<file path="src/rtl/cc_level_controller_if.sv">
// Game-progress bus for cc_level_controller: control pulses into the
// sequencer and its registered distance/level/speed/status outputs.
// master = game logic driving pulses, slave = the sequencer itself.
interface cc_level_controller_if #(
  parameter int DIST_WIDTH = 8
);
  // Pulses into the sequencer, one cycle each
  logic                  CC_LEVEL_CONTROLLER_Start_InHigh;
  logic                  CC_LEVEL_CONTROLLER_Tick_InHigh;
  logic                  CC_LEVEL_CONTROLLER_Crash_InHigh;
  // Registered progress and status
  logic [DIST_WIDTH-1:0] CC_LEVEL_CONTROLLER_Distance_OutBus;
  logic [1:0]            CC_LEVEL_CONTROLLER_Level_OutBus;
  logic [3:0]            CC_LEVEL_CONTROLLER_Speed_OutBus;
  logic                  CC_LEVEL_CONTROLLER_Running_OutHigh;
  logic                  CC_LEVEL_CONTROLLER_Announce_OutHigh;
  logic                  CC_LEVEL_CONTROLLER_Crashed_OutHigh;
  logic                  CC_LEVEL_CONTROLLER_Finish_OutHigh;

  modport master (
    output CC_LEVEL_CONTROLLER_Start_InHigh,
    output CC_LEVEL_CONTROLLER_Tick_InHigh,
    output CC_LEVEL_CONTROLLER_Crash_InHigh,
    input  CC_LEVEL_CONTROLLER_Distance_OutBus,
    input  CC_LEVEL_CONTROLLER_Level_OutBus,
    input  CC_LEVEL_CONTROLLER_Speed_OutBus,
    input  CC_LEVEL_CONTROLLER_Running_OutHigh,
    input  CC_LEVEL_CONTROLLER_Announce_OutHigh,
    input  CC_LEVEL_CONTROLLER_Crashed_OutHigh,
    input  CC_LEVEL_CONTROLLER_Finish_OutHigh
  );

  modport slave (
    input  CC_LEVEL_CONTROLLER_Start_InHigh,
    input  CC_LEVEL_CONTROLLER_Tick_InHigh,
    input  CC_LEVEL_CONTROLLER_Crash_InHigh,
    output CC_LEVEL_CONTROLLER_Distance_OutBus,
    output CC_LEVEL_CONTROLLER_Level_OutBus,
    output CC_LEVEL_CONTROLLER_Speed_OutBus,
    output CC_LEVEL_CONTROLLER_Running_OutHigh,
    output CC_LEVEL_CONTROLLER_Announce_OutHigh,
    output CC_LEVEL_CONTROLLER_Crashed_OutHigh,
    output CC_LEVEL_CONTROLLER_Finish_OutHigh
  );
endinterface

</file>
<file path="src/rtl/cc_level_controller.sv">
// Road Fighter progress sequencer: counts distance ticks, derives level,
// runs level-up announce and crash-penalty freezes, and ends the race.
// Ports: CLOCK_50, synchronous active-high RESET, bus_if (slave) carrying
// Start/Tick/Crash pulses in and Distance/Level/Speed/status flags out.
// Latency: every output is registered, updating one cycle after its cause.
// Backpressure: none; pulses arriving in a state that ignores them are lost.
module cc_level_controller #(
  parameter int         DIST_WIDTH      = 8,
  parameter int         L2_THRESHOLD    = 10,
  parameter int         L3_THRESHOLD    = 30,
  parameter int         FINISH_DISTANCE = 60,
  parameter int         ANNOUNCE_TICKS  = 4,
  parameter int         CRASH_TICKS     = 6,
  parameter logic [3:0] SPEED_L1        = 4'd8,
  parameter logic [3:0] SPEED_L2        = 4'd5,
  parameter logic [3:0] SPEED_L3        = 4'd3
) (
  input  logic                    CC_LEVEL_CONTROLLER_CLOCK_50,
  input  logic                    CC_LEVEL_CONTROLLER_RESET_InHigh,
  cc_level_controller_if.slave    bus_if
);

  typedef enum logic [2:0] {
    ST_IDLE,
    ST_RUN,
    ST_ANNOUNCE,
    ST_CRASH,
    ST_FINISH
  } state_e;

  // Phase counter covers the longer of the two freeze windows
  localparam int PH_MAX = (ANNOUNCE_TICKS > CRASH_TICKS) ? ANNOUNCE_TICKS : CRASH_TICKS;
  localparam int PH_W   = (PH_MAX < 2) ? 1 : $clog2(PH_MAX);

  localparam logic [DIST_WIDTH-1:0] L2_D     = DIST_WIDTH'(L2_THRESHOLD);
  localparam logic [DIST_WIDTH-1:0] L3_D     = DIST_WIDTH'(L3_THRESHOLD);
  localparam logic [DIST_WIDTH-1:0] FINISH_D = DIST_WIDTH'(FINISH_DISTANCE);
  localparam logic [PH_W-1:0]       ANN_LAST = PH_W'(ANNOUNCE_TICKS - 1);
  localparam logic [PH_W-1:0]       CR_LAST  = PH_W'(CRASH_TICKS - 1);

  state_e                 state_q, state_d;
  logic [DIST_WIDTH-1:0]  dist_q, dist_d;
  logic [1:0]             level_q, level_d;
  logic [PH_W-1:0]        phase_q, phase_d;
  logic [3:0]             speed_q, speed_d;
  logic                   running_q, announce_q, crashed_q, finish_q;

  logic [DIST_WIDTH-1:0]  dist_inc;
  logic [1:0]             level_inc;

  function automatic logic [1:0] level_of(input logic [DIST_WIDTH-1:0] d);
    if (d > L3_D)      return 2'b11;
    else if (d > L2_D) return 2'b10;
    else               return 2'b01;
  endfunction

  // FINISH stops counting before the counter could ever wrap
  assign dist_inc  = dist_q + DIST_WIDTH'(1);
  assign level_inc = level_of(dist_inc);

  always_comb begin
    state_d = state_q;
    dist_d  = dist_q;
    level_d = level_q;
    phase_d = phase_q;

    unique case (state_q)
      ST_IDLE: begin
        dist_d  = '0;
        level_d = 2'b01;
        if (bus_if.CC_LEVEL_CONTROLLER_Start_InHigh) state_d = ST_RUN;
      end

      ST_RUN: begin
        // Crash outranks a coincident tick; that tick's distance is lost
        if (bus_if.CC_LEVEL_CONTROLLER_Crash_InHigh) begin
          state_d = ST_CRASH;
          phase_d = '0;
        end else if (bus_if.CC_LEVEL_CONTROLLER_Tick_InHigh) begin
          dist_d = dist_inc;
          // Level is monotonic; the max guards against lower thresholds
          if (level_inc > level_q) level_d = level_inc;
          if (dist_inc == FINISH_D) begin
            state_d = ST_FINISH;
          end else if (level_inc > level_q) begin
            state_d = ST_ANNOUNCE;
            phase_d = '0;
          end
        end
      end

      ST_ANNOUNCE: begin
        if (bus_if.CC_LEVEL_CONTROLLER_Tick_InHigh) begin
          if (phase_q == ANN_LAST) begin
            state_d = ST_RUN;
            phase_d = '0;
          end else begin
            phase_d = phase_q + PH_W'(1);
          end
        end
      end

      ST_CRASH: begin
        // Extra crash pulses deliberately do not restart the penalty
        if (bus_if.CC_LEVEL_CONTROLLER_Tick_InHigh) begin
          if (phase_q == CR_LAST) begin
            state_d = ST_RUN;
            phase_d = '0;
          end else begin
            phase_d = phase_q + PH_W'(1);
          end
        end
      end

      ST_FINISH: begin
        if (bus_if.CC_LEVEL_CONTROLLER_Start_InHigh) begin
          dist_d  = '0;
          level_d = 2'b01;
          state_d = ST_RUN;
        end
      end

      default: state_d = ST_IDLE;
    endcase
  end

  // Speed looks ahead at the next state/level so it lines up with the flags
  always_comb begin
    speed_d = 4'd0;
    if (state_d == ST_RUN) begin
      unique case (level_d)
        2'b11:   speed_d = SPEED_L3;
        2'b10:   speed_d = SPEED_L2;
        default: speed_d = SPEED_L1;
      endcase
    end
  end

  always_ff @(posedge CC_LEVEL_CONTROLLER_CLOCK_50) begin
    if (CC_LEVEL_CONTROLLER_RESET_InHigh) begin
      state_q    <= ST_IDLE;
      dist_q     <= '0;
      level_q    <= 2'b01;
      phase_q    <= '0;
      speed_q    <= 4'd0;
      running_q  <= 1'b0;
      announce_q <= 1'b0;
      crashed_q  <= 1'b0;
      finish_q   <= 1'b0;
    end else begin
      state_q    <= state_d;
      dist_q     <= dist_d;
      level_q    <= level_d;
      phase_q    <= phase_d;
      speed_q    <= speed_d;
      running_q  <= (state_d == ST_RUN);
      announce_q <= (state_d == ST_ANNOUNCE);
      crashed_q  <= (state_d == ST_CRASH);
      finish_q   <= (state_d == ST_FINISH);
    end
  end

  assign bus_if.CC_LEVEL_CONTROLLER_Distance_OutBus  = dist_q;
  assign bus_if.CC_LEVEL_CONTROLLER_Level_OutBus     = level_q;
  assign bus_if.CC_LEVEL_CONTROLLER_Speed_OutBus     = speed_q;
  assign bus_if.CC_LEVEL_CONTROLLER_Running_OutHigh  = running_q;
  assign bus_if.CC_LEVEL_CONTROLLER_Announce_OutHigh = announce_q;
  assign bus_if.CC_LEVEL_CONTROLLER_Crashed_OutHigh  = crashed_q;
  assign bus_if.CC_LEVEL_CONTROLLER_Finish_OutHigh   = finish_q;

endmodule
</file>
<file path="src/flat_wrapper.sv">
// flat-port wrapper written by rule: the top's interface ports become plain ports
module cc_level_controller_flat 
#(
  parameter int         DIST_WIDTH      = 8,
  parameter int         L2_THRESHOLD    = 10,
  parameter int         L3_THRESHOLD    = 30,
  parameter int         FINISH_DISTANCE = 60,
  parameter int         ANNOUNCE_TICKS  = 4,
  parameter int         CRASH_TICKS     = 6,
  parameter logic [3:0] SPEED_L1        = 4'd8,
  parameter logic [3:0] SPEED_L2        = 4'd5,
  parameter logic [3:0] SPEED_L3        = 4'd3
)
  (CC_LEVEL_CONTROLLER_CLOCK_50, CC_LEVEL_CONTROLLER_RESET_InHigh, bus_if_CC_LEVEL_CONTROLLER_Start_InHigh, bus_if_CC_LEVEL_CONTROLLER_Tick_InHigh, bus_if_CC_LEVEL_CONTROLLER_Crash_InHigh, bus_if_CC_LEVEL_CONTROLLER_Distance_OutBus, bus_if_CC_LEVEL_CONTROLLER_Level_OutBus, bus_if_CC_LEVEL_CONTROLLER_Speed_OutBus, bus_if_CC_LEVEL_CONTROLLER_Running_OutHigh, bus_if_CC_LEVEL_CONTROLLER_Announce_OutHigh, bus_if_CC_LEVEL_CONTROLLER_Crashed_OutHigh, bus_if_CC_LEVEL_CONTROLLER_Finish_OutHigh);
  cc_level_controller_if #(.DIST_WIDTH(DIST_WIDTH)) bus_if_i ();
  input  logic CC_LEVEL_CONTROLLER_CLOCK_50;
  input  logic CC_LEVEL_CONTROLLER_RESET_InHigh;
  input wire logic [$bits(bus_if_i.CC_LEVEL_CONTROLLER_Start_InHigh)-1:0] bus_if_CC_LEVEL_CONTROLLER_Start_InHigh;
  input wire logic [$bits(bus_if_i.CC_LEVEL_CONTROLLER_Tick_InHigh)-1:0] bus_if_CC_LEVEL_CONTROLLER_Tick_InHigh;
  input wire logic [$bits(bus_if_i.CC_LEVEL_CONTROLLER_Crash_InHigh)-1:0] bus_if_CC_LEVEL_CONTROLLER_Crash_InHigh;
  output wire logic [$bits(bus_if_i.CC_LEVEL_CONTROLLER_Distance_OutBus)-1:0] bus_if_CC_LEVEL_CONTROLLER_Distance_OutBus;
  output wire logic [$bits(bus_if_i.CC_LEVEL_CONTROLLER_Level_OutBus)-1:0] bus_if_CC_LEVEL_CONTROLLER_Level_OutBus;
  output wire logic [$bits(bus_if_i.CC_LEVEL_CONTROLLER_Speed_OutBus)-1:0] bus_if_CC_LEVEL_CONTROLLER_Speed_OutBus;
  output wire logic [$bits(bus_if_i.CC_LEVEL_CONTROLLER_Running_OutHigh)-1:0] bus_if_CC_LEVEL_CONTROLLER_Running_OutHigh;
  output wire logic [$bits(bus_if_i.CC_LEVEL_CONTROLLER_Announce_OutHigh)-1:0] bus_if_CC_LEVEL_CONTROLLER_Announce_OutHigh;
  output wire logic [$bits(bus_if_i.CC_LEVEL_CONTROLLER_Crashed_OutHigh)-1:0] bus_if_CC_LEVEL_CONTROLLER_Crashed_OutHigh;
  output wire logic [$bits(bus_if_i.CC_LEVEL_CONTROLLER_Finish_OutHigh)-1:0] bus_if_CC_LEVEL_CONTROLLER_Finish_OutHigh;
  assign bus_if_i.CC_LEVEL_CONTROLLER_Start_InHigh = bus_if_CC_LEVEL_CONTROLLER_Start_InHigh;
  assign bus_if_i.CC_LEVEL_CONTROLLER_Tick_InHigh = bus_if_CC_LEVEL_CONTROLLER_Tick_InHigh;
  assign bus_if_i.CC_LEVEL_CONTROLLER_Crash_InHigh = bus_if_CC_LEVEL_CONTROLLER_Crash_InHigh;
  assign bus_if_CC_LEVEL_CONTROLLER_Distance_OutBus = bus_if_i.CC_LEVEL_CONTROLLER_Distance_OutBus;
  assign bus_if_CC_LEVEL_CONTROLLER_Level_OutBus = bus_if_i.CC_LEVEL_CONTROLLER_Level_OutBus;
  assign bus_if_CC_LEVEL_CONTROLLER_Speed_OutBus = bus_if_i.CC_LEVEL_CONTROLLER_Speed_OutBus;
  assign bus_if_CC_LEVEL_CONTROLLER_Running_OutHigh = bus_if_i.CC_LEVEL_CONTROLLER_Running_OutHigh;
  assign bus_if_CC_LEVEL_CONTROLLER_Announce_OutHigh = bus_if_i.CC_LEVEL_CONTROLLER_Announce_OutHigh;
  assign bus_if_CC_LEVEL_CONTROLLER_Crashed_OutHigh = bus_if_i.CC_LEVEL_CONTROLLER_Crashed_OutHigh;
  assign bus_if_CC_LEVEL_CONTROLLER_Finish_OutHigh = bus_if_i.CC_LEVEL_CONTROLLER_Finish_OutHigh;
  cc_level_controller #(.DIST_WIDTH(DIST_WIDTH), .L2_THRESHOLD(L2_THRESHOLD), .L3_THRESHOLD(L3_THRESHOLD), .FINISH_DISTANCE(FINISH_DISTANCE), .ANNOUNCE_TICKS(ANNOUNCE_TICKS), .CRASH_TICKS(CRASH_TICKS), .SPEED_L1(SPEED_L1), .SPEED_L2(SPEED_L2), .SPEED_L3(SPEED_L3)) u_core (.CC_LEVEL_CONTROLLER_CLOCK_50(CC_LEVEL_CONTROLLER_CLOCK_50), .CC_LEVEL_CONTROLLER_RESET_InHigh(CC_LEVEL_CONTROLLER_RESET_InHigh), .bus_if(bus_if_i));
endmodule
</file>
<file path="config.mk">
export PLATFORM = sky130hd
export DESIGN_NAME = cc_level_controller_flat
export DESIGN_NICKNAME = d
export VERILOG_FILES = /design/src/rtl/cc_level_controller_if.sv /design/src/rtl/cc_level_controller.sv /design/src/flat_wrapper.sv
export SDC_FILE = /design/constraint.sdc
export NUM_CORES = 1
export LEC_CHECK = 0
export ABC_AREA = 1
export BUFFER_PORTS_ARGS = -buffer_cell sky130_fd_sc_hd__buf_2
export CORE_ASPECT_RATIO = 1.2
export CORE_MARGIN = 2
export CORE_UTILIZATION = 45
export DETAILED_ROUTE_END_ITERATION = 10
export PLACE_DENSITY_LB_ADDON = 0.12
export SETUP_SLACK_MARGIN = 0.15
export SLEW_MARGIN = 20
export SYNTH_ARGS = -nofsm -noshare
export SYNTH_HDL_FRONTEND = slang
export SYNTH_SLANG_ARGS = --single-unit
</file>
<file path="constraint.sdc">
create_clock -name CC_LEVEL_CONTROLLER_CLOCK_50 -period 3.4 [get_ports CC_LEVEL_CONTROLLER_CLOCK_50]
set_input_delay 0 -clock CC_LEVEL_CONTROLLER_CLOCK_50 [delete_from_list [all_inputs] [get_ports CC_LEVEL_CONTROLLER_CLOCK_50]]
set_output_delay 0 -clock CC_LEVEL_CONTROLLER_CLOCK_50 [all_outputs]
set_load 0.01 [all_outputs]
</file>
==> summary.md, run 1 <==
| Metric | Value |
|---|---|
| Share of Yosys cell area claimed by the top area cell type | `32.5%` |
| Fillers | `327` |
| Crit-path max FO | `7` |
| Synth Register Bits | `24` |
| Post-Route Skew | `0.0116 ns` |
| Cts-stage hold buffer count | `0` |
| Post-Synthesis Net Count | `~230` |
| Fin area | `1690 sq um` |
| Pint | `0.607 mW` |
| WP buf/inv | `5` |
| Distinct cells, synth | `30` |
| Outcome | `complete, no violations` |
| Detail Route Antenna Nets | `0` |
| Leading area contributor after synthesis | `dfxtp_1` |
| Routed vias/inst | `5.01` |
| Delay-heaviest family, CP | `simple AND/OR/NAND/NOR gates` |
| Root Buffer | `clkbuf_4` |
| Max_slew headroom | `~56%` |
| Peak supply drop | `0.350 mV` |
| Area after DPL | `1630 sq um` |
| Commonest cells post-synth | `44 x nand2_1, 34 x inv_1, 31 x nor2_1, 24 x dfxtp_1, 16 x nand3_1` |
| Clk pwr share | `20.6%` |
| Path type of the worst setup path | `reg -> reg` |
| Sw frac | `40.2%` |
| First-pass GRT wire length | `5380 um` |
| Worst setup SP type | `register` |
| Pwr dens | `roughly 600 nW/um^2` |
| Mapped Avg Cell Area | `6.81 sq um` |
| Register area share after synthesis | `32.5%` |
| Arr. time, crit path | `3.17 ns` |
| Detailed Place HPWL | `2380 um` |
| Num CTS Buffers | `3` |
| I/O Pins | `23` |
| Final hold vios | `0` |
| RSZ-0062 raised after global routing | `false` |
| Starting Density | `47.5%` |
| Vert. Die Dim | `66.8 um` |
| GRT overflow | `0` |
| Initial antenna violation count | `0` |
| Ys Warns | `0` |
| Clk slew on worst S/H paths | `0.14 ns` |
| # DRC | `0` |
| Clk buf depth | `2` |
| CP max-delay cell | `dfxtp_2` |
| Initial DRC Count | `between 40 and 50` |
| Max Clock Freq | `344 MHz` |
| Wirelength per Cell | `between 10 and 15 um` |
| NetSw | `0.409 mW` |
| Via Count | `roughly 1400` |
| Die width | `56.3 um` |
| N_diodes | `0` |
| Area of the multi-input gates | `860 sq um` |
| Cell count after synthesis | `217` |
| H-tree Lvls | `1` |
| Largest net degree at the start of global routing | `16` |
| Area grow syn2layout | `14.6%` |
| Tcrit/Tclk final | `between 80% and 90%` |
| Setup-failing EPs final | `0` |
| FF/Latch Area | `483 sq um` |
| Min cycle time layout | `2.90 ns` |
| Most numerous cell in the Yosys netlist | `nand2_1` |
| Max cap viols | `0` |
| Total leakage power | `0.813 nW` |
| Post-synth EDFFs | `0` |
| Required time of the critical path | `3.66 ns` |
| Asr flop ratio synth | `0%` |
| Nets | `roughly 260` |
| Crit-path cells | `ha_2 -> nand3_1 -> o21ai_2 -> nand2_2 -> inv_1 -> nand2_1 -> nor2_1 -> inv_1 -> nor2_2 -> inv_1 -> ha_1 -> inv_1 -> nor2_1 -> o211ai_1 -> inv_1 -> nor2_1 -> nand2_1 -> nand2_1 -> nand2_1 -> nand2_1 -> nand3_4 -> nor2_1` |
| Final Slew Violations | `0` |
| Port Buffers | `22` |
| Share of power burned in registers | `approximately 37%` |
| Core region area | `3110 sq um` |
| Vias in the first global route | `roughly 1300` |
| Die area | `around 3800 sq um` |
| Clock Latency Late Sink | `0.32 ns` |
| Crit-path max cell delay | `0.41 ns` |
| Hold Path Class | `in -> reg` |
| Global-route usage over all layers | `18.1%` |
| CTS tree | `done` |
| Placer Congestion | `0.891` |
| Share of layout cells above drive strength 1 | `21.1%` |
| Final TNS setup | `0 ns` |
| Crit. End Element | `register` |
| Rows | `22` |
| Post-Route WL | `3070 um` |
| Synthesized area | `1480 sq um` |
| CTS Sinks | `24` |
| Worst Max-Slew Pin Slew | `about 0.65 ns` |
| Most common flop cell mapped by yosys | `dfxtp_1` |
| Pre-antenna DRT Iters | `4` |
| Synth area leaders | `dfxtp_1 33%, nand2_1 11%, inv_1 8.6%` |
| Comb power frac | `between 40% and 50%` |
## power groups by stage
stage | sequential, mW | combinational (mW) | clock (mW)
finish | 0.372 | 0.435 | 0.209
global route | 0.379 | 0.504 | 0.223
CTS | 0.371 | 0.427 | 0.218
detailed placement | 0.377 | 0.425 | 0
global placement | 0.377 | 0.419 | 0
floorplan | 0.385 | 0.312 | 0
## metal layers
| layer | share of wire (%) | GRT usage [%] | vias up |
|---|---|---|---|
| li1 | - | - | 746 |
| met4 | 1.6 | 7.14 | 0 |
| met3 | 2.6 | 1.75 | 5 |
| met1 | 48 | 21.1 | 621 |
| met2 | 48 | 33.8 | 21 |
| met5 | 0 | 0 | - |
## logic make-up after synthesis
family,synth area share [%]
simple gates,34.9
buf+inv,9.65
flops,32.5
compound gates,15.3
fa+ha+maj,7.62
## through the flow
| step | setup WS, ns | hold slack (ns) | power, mW | util (%) | std cells |
|---|---|---|---|---|---|
| finish | 0.496 | 0.0357 | 1.02 | 54.4 | 278 |
| global placement | 0.481 | 0.375 | 0.796 | 52.3 | 273 |
| floorplan | 0.626 | 0.0785 | 0.697 | - | 217 |
| CTS | 0.355 | 0.0315 | 1.02 | 53.9 | 277 |
| global route | 0.165 | 0.0445 | 1.11 | 54.4 | 278 |
| detailed placement | 0.395 | 0.385 | 0.802 | 52.3 | 273 |
## repair_timing
| action | 4_1_cts | 5_1_grt |
|---|---|---|
| setup buffers | 0 | 1 |
| setup endpoints to repair | 0 | 8 |
| resized for setup | 0 | 4 |
## placed cells by master (no fill, tap or decap), types with 3 or more instances in the layout
| cell type | Yosys | routed |
|---|---|---|
| a211oi_1 | 5 | 5 |
| a31oi_1 | 3 | 3 |
| nor2_1 | 31 | 30 |
| clkbuf_4 | 0 | 3 |
| nand2_1 | 44 | 44 |
| nand4_1 | 3 | 3 |
| nand3_1 | 16 | 16 |
| inv_1 | 34 | 34 |
| o21ai_0 | 9 | 9 |
| ha_1 | 9 | 8 |
| buf_2 | 0 | 22 |
| nand2_2 | 7 | 7 |
| nor2_2 | 3 | 4 |
| dfxtp_1 | 24 | 22 |
| a21oi_1 | 7 | 7 |
## final timing paths
check,start,endpoint,slack (ns),cells after the start
max,register,u_core.bus_if.CC_LEVEL_CONTROLLER_Speed_OutBus[0],0.50,22
min,CC_LEVEL_CONTROLLER_RESET_InHigh,u_core.phase_q[0],0.04,2
max reg2reg,register,u_core.bus_if.CC_LEVEL_CONTROLLER_Speed_OutBus[0],0.50,22
min reg2reg,register,register,0.54,2
## sequential cells by signal (all words and copies together) (netlist names)
name / cells
u_core.bus_if.CC_LEVEL_CONTROLLER_Announce_OutHigh: 1
u_core.bus_if.CC_LEVEL_CONTROLLER_Crashed_OutHigh: 1
u_core.bus_if.CC_LEVEL_CONTROLLER_Distance_OutBus: 8
u_core.bus_if.CC_LEVEL_CONTROLLER_Finish_OutHigh: 1
u_core.bus_if.CC_LEVEL_CONTROLLER_Level_OutBus: 2
u_core.bus_if.CC_LEVEL_CONTROLLER_Running_OutHigh: 1
u_core.bus_if.CC_LEVEL_CONTROLLER_Speed_OutBus: 4
u_core.phase_q: 3
u_core.state_q: 3
## cell type report
class                      instances  share of cell area [%]
timing repair buffer              23                    6.95
inverter                          36                    7.98
sequential                        24                    28.5
clock inverter                     1                    1.77
multi-input combinational        155                    50.8
clock buffer                       3                    1.33
tap                               36                    2.66
Note: power is estimated with default switching activity, not from simulation.
==> run 2: changes to the inputs <==
--- a/config.mk
+++ b/config.mk
@@ -5,7 +5,6 @@
 export SDC_FILE = /design/constraint.sdc
 export NUM_CORES = 1
 export LEC_CHECK = 0
-export ABC_AREA = 1
 export BUFFER_PORTS_ARGS = -buffer_cell sky130_fd_sc_hd__buf_2
 export CORE_ASPECT_RATIO = 1.2
 export CORE_MARGIN = 2
==> run 2 against run 1 <==
Effect of this change:
- via count shrank 7.2%
- design area shrank 3.1%
- fmax shrank 4.0%
- register-to-register slack lost 0.12 ns
- largest cell class unchanged
- critical path type unchanged
- non-clock buffer count grew 1
- sequential power shrank 19%
- count of clock-buffer cells in the layout is the same
==> summary.md, run 2 <==
| Metric | Value |
|---|---|
| Outcome | `complete, no violations` |
| CP max-delay cell | `dfxtp_4` |
| Final Slew Violations | `0 (unchanged)` |
| Fillers | `305 (-6.7%)` |
| Post-route insts no fill | `231 (-17%)` |
| Final TNS setup | `0 ns (unchanged)` |
| Mapped Avg Cell Area | `8.16 sq um (+20%)` |
| Synth area leaders | `dfxtp_1 33%, ha_1 7.8%, nor2_1 4.4%` |
| Vert. Die Dim | `66.1 um (-1.0%)` |
| Cells after DPL | `225 (-18%)` |
| H-tree Lvls | `1 (unchanged)` |
| Crit-path max FO | `8 (+1)` |
| Comb power frac | `13.3% (-30 points)` |
| Crit-path cells | `ha_4 -> nand2b_1 -> a31o_2 -> a221oi_2 -> and2_1 -> nand3_1 -> ha_1 -> nor2b_1 -> o211ai_1 -> nand4_1 -> a211oi_2 -> nand2_1 -> and2b_1` |
| R2R depth | `13 (-41%)` |
| Placer Congestion | `0.855 (-4.1%)` |
| First-pass GRT wire length | `5220 um (-3.0%)` |
| Root Buffer | `clkbuf_4` |
| Post-synth EDFFs | `0 (unchanged)` |
| Final hold vios | `0 (unchanged)` |
| Clk buf depth | `2 (unchanged)` |
| Share of power burned in registers | `51.0% (+14 points)` |
| Vias in the first global route | `1224 (-8.6%)` |
| N_diodes | `0 (unchanged)` |
| WP buf/inv | `0 (-5)` |
| Clk pwr share | `35.7% (+15 points)` |
| NetSw | `0.150 mW (-63%)` |
| Share of layout cells above drive strength 1 | `22.1% (+0.98 points)` |
| Total leakage power | `0.695 nW (-14%)` |
| Cell count after synthesis | `177 (-18%)` |
| Clk slew on worst S/H paths | `0.14 ns (about the same)` |
| Worst setup SP type | `register` |
| Worst reg2reg endpoint | `u_core.bus_if.CC_LEVEL_CONTROLLER_Speed_OutBus[2]` |
| Sw frac | `25.6% (-15 points)` |
| Synth Register Bits | `24 (unchanged)` |
| Crit path capture | `u_core.bus_if.CC_LEVEL_CONTROLLER_Speed_OutBus[2]` |
| Synthesized area | `1450 sq um (-2.2%)` |
| Via Count | `1293 (-7.2%)` |
| Core region area | `3060 sq um (-1.8%)` |
| Largest net degree at the start of global routing | `21 (+5)` |
| Port Buffers | `22 (unchanged)` |
| Nets | `210 (-18%)` |
| Pint | `0.437 mW (-28%)` |
| Initial DRC Count | `27 (-43%)` |
| Post-Route Skew | `0.0134 ns (+0.00173 ns)` |
| GRT overflow | `0 (unchanged)` |
| RSZ-0062 raised after global routing | `false` |
| Pre-antenna DRT Iters | `4 (unchanged)` |
| Post-Synthesis Net Count | `191 (-17%)` |
| Num CTS Buffers | `3 (unchanged)` |
| Asr flop ratio synth | `0% (unchanged)` |
| Routed vias/inst | `5.60 (+12%)` |
| Post-Route WL | `3110 um (+1.1%)` |
| Crit. End Element | `register` |
| Share of Yosys cell area claimed by the top area cell type | `33.2% (+0.73 points)` |
| Clock Latency Late Sink | `0.32 ns (about the same)` |
| Final Power | `0.588 mW (-42%)` |
| Delay-heaviest family, CP | `simple AND/OR/NAND/NOR gates` |
| Required time of the critical path | `3.67 ns (about the same)` |
| Flop-to-flop setup slack | `0.38 ns (-0.12 ns)` |
| Commonest cells post-synth | `24 x dfxtp_1, 17 x nor2_1, 12 x a21oi_1, 11 x inv_1, 10 x o21ai_0` |
| Hold Path Class | `in -> reg` |
| Starting Density | `47.3% (-0.21 points)` |
| Worst Max-Slew Pin Slew | `0.821 ns (+0.168 ns)` |
| Most common flop cell mapped by yosys | `dfxtp_1` |
| Tcrit/Tclk final | `88.9% (+3.5 points)` |
| Most frequent cells in the layout | `22 x buf_2, 22 x dfxtp_1, 17 x nor2_1, 12 x a21oi_1, 11 x inv_1` |
| Register area share after synthesis | `33.2% (+0.73 points)` |
| Pwr dens | `358 nW/um^2 (-40%)` |
| Die width | `55.7 um (-1.0%)` |
| Rows | `22 (unchanged)` |
| Crit-path max cell delay | `0.40 ns (about the same)` |
| Wirelength per Cell | `13.5 um (+22%)` |
| Area grow syn2layout | `13.5%` |
| Global-route usage over all layers | `17.8% (-0.30 points)` |
| CTS tree | `done` |
| Arr. time, crit path | `3.29 ns (+0.12 ns)` |
| Most numerous cell in the Yosys netlist | `dfxtp_1` |
| Min cycle time layout | `3.02 ns (+0.120 ns)` |
| Path type of the worst setup path | `reg -> reg` |
| Detailed Place HPWL | `2230 um (-6.3%)` |
| Leading area contributor after synthesis | `dfxtp_1` |
| Critical Path Stages | `13 (-41%)` |
| Setup-failing EPs final | `0 (unchanged)` |
| CTS Sinks | `24 (unchanged)` |
| Die area | `3680 sq um (-2.1%)` |
| Max cap viols | `0 (unchanged)` |
| Initial antenna violation count | `0 (unchanged)` |
| Peak supply drop | `0.287 mV (-18%)` |
| Max_slew headroom | `45.1% (-11 points)` |
| Detail Route Antenna Nets | `0 (unchanged)` |
| Max reg flops | `8 (unchanged)` |
| Distinct cells, synth | `43 (+43%)` |
| I/O Pins | `23 (unchanged)` |
| Max Clock Freq | `331 MHz (-4.0%)` |
| Cts-stage hold buffer count | `0 (unchanged)` |
| Ys Warns | `0 (unchanged)` |
| # DRC | `0 (unchanged)` |
## run 2: cells by family after synthesis
logic type	Yosys count	synth area share (%)
AND/OR/NAND/NOR	73	28.2
AO/OA/AOI/OAI	44	20.6
flip-flops	24	33.2
buffers and inverters	21	6.32
adder cells (fa/ha/maj)	9	7.79
XOR/XNOR	4	2.42
multiplexers	2	1.39
## run 2: power by group through the flow
stage	logic [mW]	registers, mW	clock network (mW)
global placement	0.0758	0.306	0
floorplan	0.0596	0.303	0
CTS	0.0785	0.300	0.215
detailed placement	0.0758	0.306	0
global route	0.0870	0.302	0.225
finish	0.0784	0.300	0.210
## run 2: per-layer routing
metal  wire length [um]  global-route usage (%)
met2               1510                    31.3
met3                 76                    2.15
met1               1440                    20.5
met4                 75                    11.3
met5                  0                       0
## run 2: worst reg2reg max path, stage by stage, from the launching register on
cell      delay, ns
dfxtp_4        0.40
ha_4           0.19
nand2b_1       0.17
a31o_2         0.26
a221oi_2       0.26
and2_1         0.16
nand3_1        0.08
ha_1           0.30
nor2b_1        0.15
o211ai_1       0.20
nand4_1        0.16
a211oi_2       0.32
nand2_1        0.12
and2b_1        0.20
## run 2: area by class of cell
class                   count  area [sq um]  area share, %
clock buffers               3          22.5           1.37
clock inverters             1          30.0           1.83
inverters                  11          41.3           2.52
multi-input cells         132           891           54.3
flip-flops and latches     24           485           29.6
well taps                  36          45.0           2.75
repair buffers             24           125           7.63
## run 2: worst min-delay path by stage
stage / from / end / slack (ns) / depth (start not counted)
5_1_grt: CC_LEVEL_CONTROLLER_RESET_InHigh / register / 0.08 / 2
4_1_cts: CC_LEVEL_CONTROLLER_RESET_InHigh / register / 0.05 / 2
3_3_place_gp: CC_LEVEL_CONTROLLER_RESET_InHigh / u_core.phase_q[0] / 0.39 / 2
3_5_place_dp: u_core.bus_if.CC_LEVEL_CONTROLLER_Finish_OutHigh / bus_if_CC_LEVEL_CONTROLLER_Finish_OutHigh / 0.40 / 1
6_report: CC_LEVEL_CONTROLLER_RESET_InHigh / register / 0.06 / 2
2_1_floorplan: CC_LEVEL_CONTROLLER_RESET_InHigh / u_core.bus_if.CC_LEVEL_CONTROLLER_Running_OutHigh / 0.1 / 1
## run 2: stage by stage
step | cell area [sq um] | worst slack [ns] | utilization (%) | hold slack (ns)
6_report | 1640 | 0.376 | 53.7 | 0.0599
5_1_grt | 1640 | 0.128 | 53.7 | 0.0770
4_1_cts | 1610 | 0.185 | 52.6 | 0.0508
3_5_place_dp | 1550 | 0.152 | 50.7 | 0.396
3_3_place_gp | 1550 | 0.269 | 50.7 | 0.393
2_1_floorplan | 1450 | 0.413 | - | 0.0959
## run 2: timing repair
action                                  CTS  global route
pin swaps                                 0             5
resized for setup                         1             5
endpoints found under the setup margin    1            12
hold endpoints to repair                  0             0
buffers inserted                          0             2
==> run 3: changes to the inputs <==
--- a/config.mk
+++ b/config.mk
@@ -9,6 +9,7 @@
 export CORE_ASPECT_RATIO = 1.2
 export CORE_MARGIN = 2
 export CORE_UTILIZATION = 45
+export CTS_BUF_LIST = sky130_fd_sc_hd__clkbuf_8
 export DETAILED_ROUTE_END_ITERATION = 10
 export PLACE_DENSITY_LB_ADDON = 0.12
 export SETUP_SLACK_MARGIN = 0.15
==> run 3 against run 2 <==
Effect of this change:
- sequential power hardly changed
- highest routed layer unchanged
- count of clock-buffer cells in the layout stayed put
- clock power is 19% higher
- clock skew is 0.0046 ns lower
- register-to-register slack hardly changed
- global-route usage is 0.083 points lower
- die area stayed put
- sequential share of layout area is 0.44 points lower
==> summary.md, run 3 (synthesized netlist as in run 2, its figures left out) <==
| Metric | Value |
|---|---|
| Routed vias/inst | `5.58 (-0.31%)` |
| Pre-CTS setup slack | `0.152 ns (unchanged)` |
| Die width | `55.7 um (unchanged)` |
| Fillers | `304 (-0.33%)` |
| Vias in the first global route | `1220 (-0.33%)` |
| Max Clock Freq | `331 MHz (about the same)` |
| Cts-stage hold buffer count | `0 (unchanged)` |
| GR peak layer | `met2` |
| Crit. End Element | `register` |
| Post-Route WL | `3050 um (-1.7%)` |
| N_diodes | `0 (unchanged)` |
| Final Slew Violations | `0 (unchanged)` |
| Hold Path Class | `in -> reg` |
| Tcrit/Tclk final | `88.9% (about the same)` |
| Flop-to-flop setup slack | `0.38 ns (about the same)` |
| Share of layout cells above drive strength 1 | `22.1% (unchanged)` |
| Worst Max-Slew Pin Slew | `0.826 ns (+0.00470 ns)` |
| Initial DRC Count | `17 (-37%)` |
| Wirelength per Cell | `13.2 um (-1.7%)` |
| Total leakage power | `0.703 nW (+1.1%)` |
| Outcome | `complete, no violations` |
| Path type of the worst setup path | `reg -> reg` |
| Pre-antenna DRT Iters | `4 (unchanged)` |
| WHS | `0.125 ns (+0.0655 ns)` |
| # DRC | `0 (unchanged)` |
| Setup-failing EPs final | `0 (unchanged)` |
| Final TNS setup | `0 ns (unchanged)` |
| Vert. Die Dim | `66.1 um (unchanged)` |
| Required time of the critical path | `3.61 ns (-0.06 ns)` |
| Pwr dens | `379 nW/um^2 (+5.8%)` |
| Max cap viols | `0 (unchanged)` |
| Post-route insts no fill | `231 (unchanged)` |
| Rows | `22 (unchanged)` |
| Post-Route Utilization | `54.2% (+0.53 points)` |
| H-tree Lvls | `1 (unchanged)` |
| Met2 Track Usage GR | `31.4% (+0.15 points)` |
| Die area | `3680 sq um (unchanged)` |
| GRT overflow | `0 (unchanged)` |
| CTS tree | `done` |
| Min cycle time layout | `3.02 ns (-0.00210 ns)` |
| Peak supply drop | `0.295 mV (+2.6%)` |
| Cells after DPL | `225 (unchanged)` |
| Global-route usage over all layers | `17.7% (-0.083 points)` |
| Post-Route Skew | `0.00876 ns (-0.00462 ns)` |
| Largest net degree at the start of global routing | `21 (unchanged)` |
| Placer Congestion | `0.855 (unchanged)` |
| CTS Sinks | `24 (unchanged)` |
| Detail Route Antenna Nets | `0 (unchanged)` |
| Initial antenna violation count | `0 (unchanged)` |
| Clock Latency Late Sink | `0.27 ns (-0.05 ns)` |
| RSZ-0062 raised after global routing | `false` |
| Clk buf depth | `2 (unchanged)` |
| I/O Pins | `23 (unchanged)` |
| Starting Density | `47.3% (unchanged)` |
| Port Buffers | `22 (unchanged)` |
| First-pass GRT wire length | `5220 um (-0.13%)` |
| Via Count | `1289 (-0.31%)` |
| Arr. time, crit path | `3.23 ns (-0.06 ns)` |
| Max_slew headroom | `44.8% (-0.31 points)` |
| PnR worst setup slack | `0.378 ns (+0.00211 ns)` |
| Min-delay src | `CC_LEVEL_CONTROLLER_RESET_InHigh` |
| Most frequent cells in the layout | `22 x buf_2, 22 x dfxtp_1, 17 x nor2_1, 12 x a21oi_1, 11 x inv_1` |
| Final Power | `0.628 mW (+6.8%)` |
| Met3 usage | `2.74% (+0.59 points)` |
| Hold depth | `2 (unchanged)` |
| Nets | `210 (unchanged)` |
| Worst reg2reg endpoint | `u_core.bus_if.CC_LEVEL_CONTROLLER_Speed_OutBus[2]` |
| Fin area | `1660 sq um (+0.99%)` |
| Area after DPL | `1550 sq um (unchanged)` |
| Final hold vios | `0 (unchanged)` |
| Worst setup SP type | `register` |
| Area grow syn2layout | `14.6%` |
| Core region area | `3060 sq um (unchanged)` |
| Crit-path max FO | `8 (unchanged)` |
| R2R depth | `13 (unchanged)` |
| Max reg flops | `8 (unchanged)` |
| Detailed Place HPWL | `2230 um (unchanged)` |
| Global Route met1 Usage | `20.5% (unchanged)` |
| Root Buffer | `clkbuf_8` |
| Num CTS Buffers | `3 (unchanged)` |
| Clk slew on worst S/H paths | `0.09 ns (-0.05 ns)` |
-- run 3: cell counts in the layout (fill, tap and decap cells not counted) --
No cell type changed its count.
-- run 3: area by class of cell --
type                       instances  area, sq um  share of cell area [%]
inverter                          11         41.3                    2.49
clock buffer                       3         41.3                    2.49
timing repair buffer              24          125                    7.55
clock inverter                     1         30.0                    1.81
sequential                        24          483                    29.2
multi-input combinational        132          891                    53.8
tap                               36         45.0                    2.72
-- run 3: critical path, cell delays in order (launching register included) --
cell and delay (ns):
dfxtp_2 0.38, ha_4 0.20, nand2b_1 0.17, a31o_2 0.26, a221oi_2 0.26, and2_1 0.16
nand3_1 0.08, ha_1 0.30, nor2b_1 0.15, o211ai_1 0.21, nand4_1 0.15, a211oi_2 0.32
nand2_1 0.12, and2b_1 0.20
-- run 3: timing repair --
action | 4_1_cts | 5_1_grt
resized for setup | 1 | 4
endpoints found under the setup margin | 1 | 12
setup buffers | 0 | 2
pin swaps | 0 | 5
-- run 3: worst max path at each step --
stage             start  depth (start not counted)  slack, ns                                                 to
6_report       register                         13       0.38  u_core.bus_if.CC_LEVEL_CONTROLLER_Speed_OutBus[2]
5_1_grt        register                         13       0.13  u_core.bus_if.CC_LEVEL_CONTROLLER_Speed_OutBus[2]
4_1_cts        register                         13       0.20  u_core.bus_if.CC_LEVEL_CONTROLLER_Speed_OutBus[2]
3_5_place_dp   register                         13       0.15  u_core.bus_if.CC_LEVEL_CONTROLLER_Speed_OutBus[2]
3_3_place_gp   register                         13       0.27  u_core.bus_if.CC_LEVEL_CONTROLLER_Speed_OutBus[2]
2_1_floorplan  register                         13       0.41  u_core.bus_if.CC_LEVEL_CONTROLLER_Speed_OutBus[2]
-- run 3: metal layers --
metal,vias up,wire [um]
li1,658,-
met1,603,1440
met2,20,1470
met3,8,73
met4,0,63
met5,-,0
-- run 3: power by group --
part	internal (mW)	switching, mW	total, mW
combinational	0.0286	0.0494	0.0780
clock	0.157	0.0927	0.250
sequential	0.290	0.0101	0.300
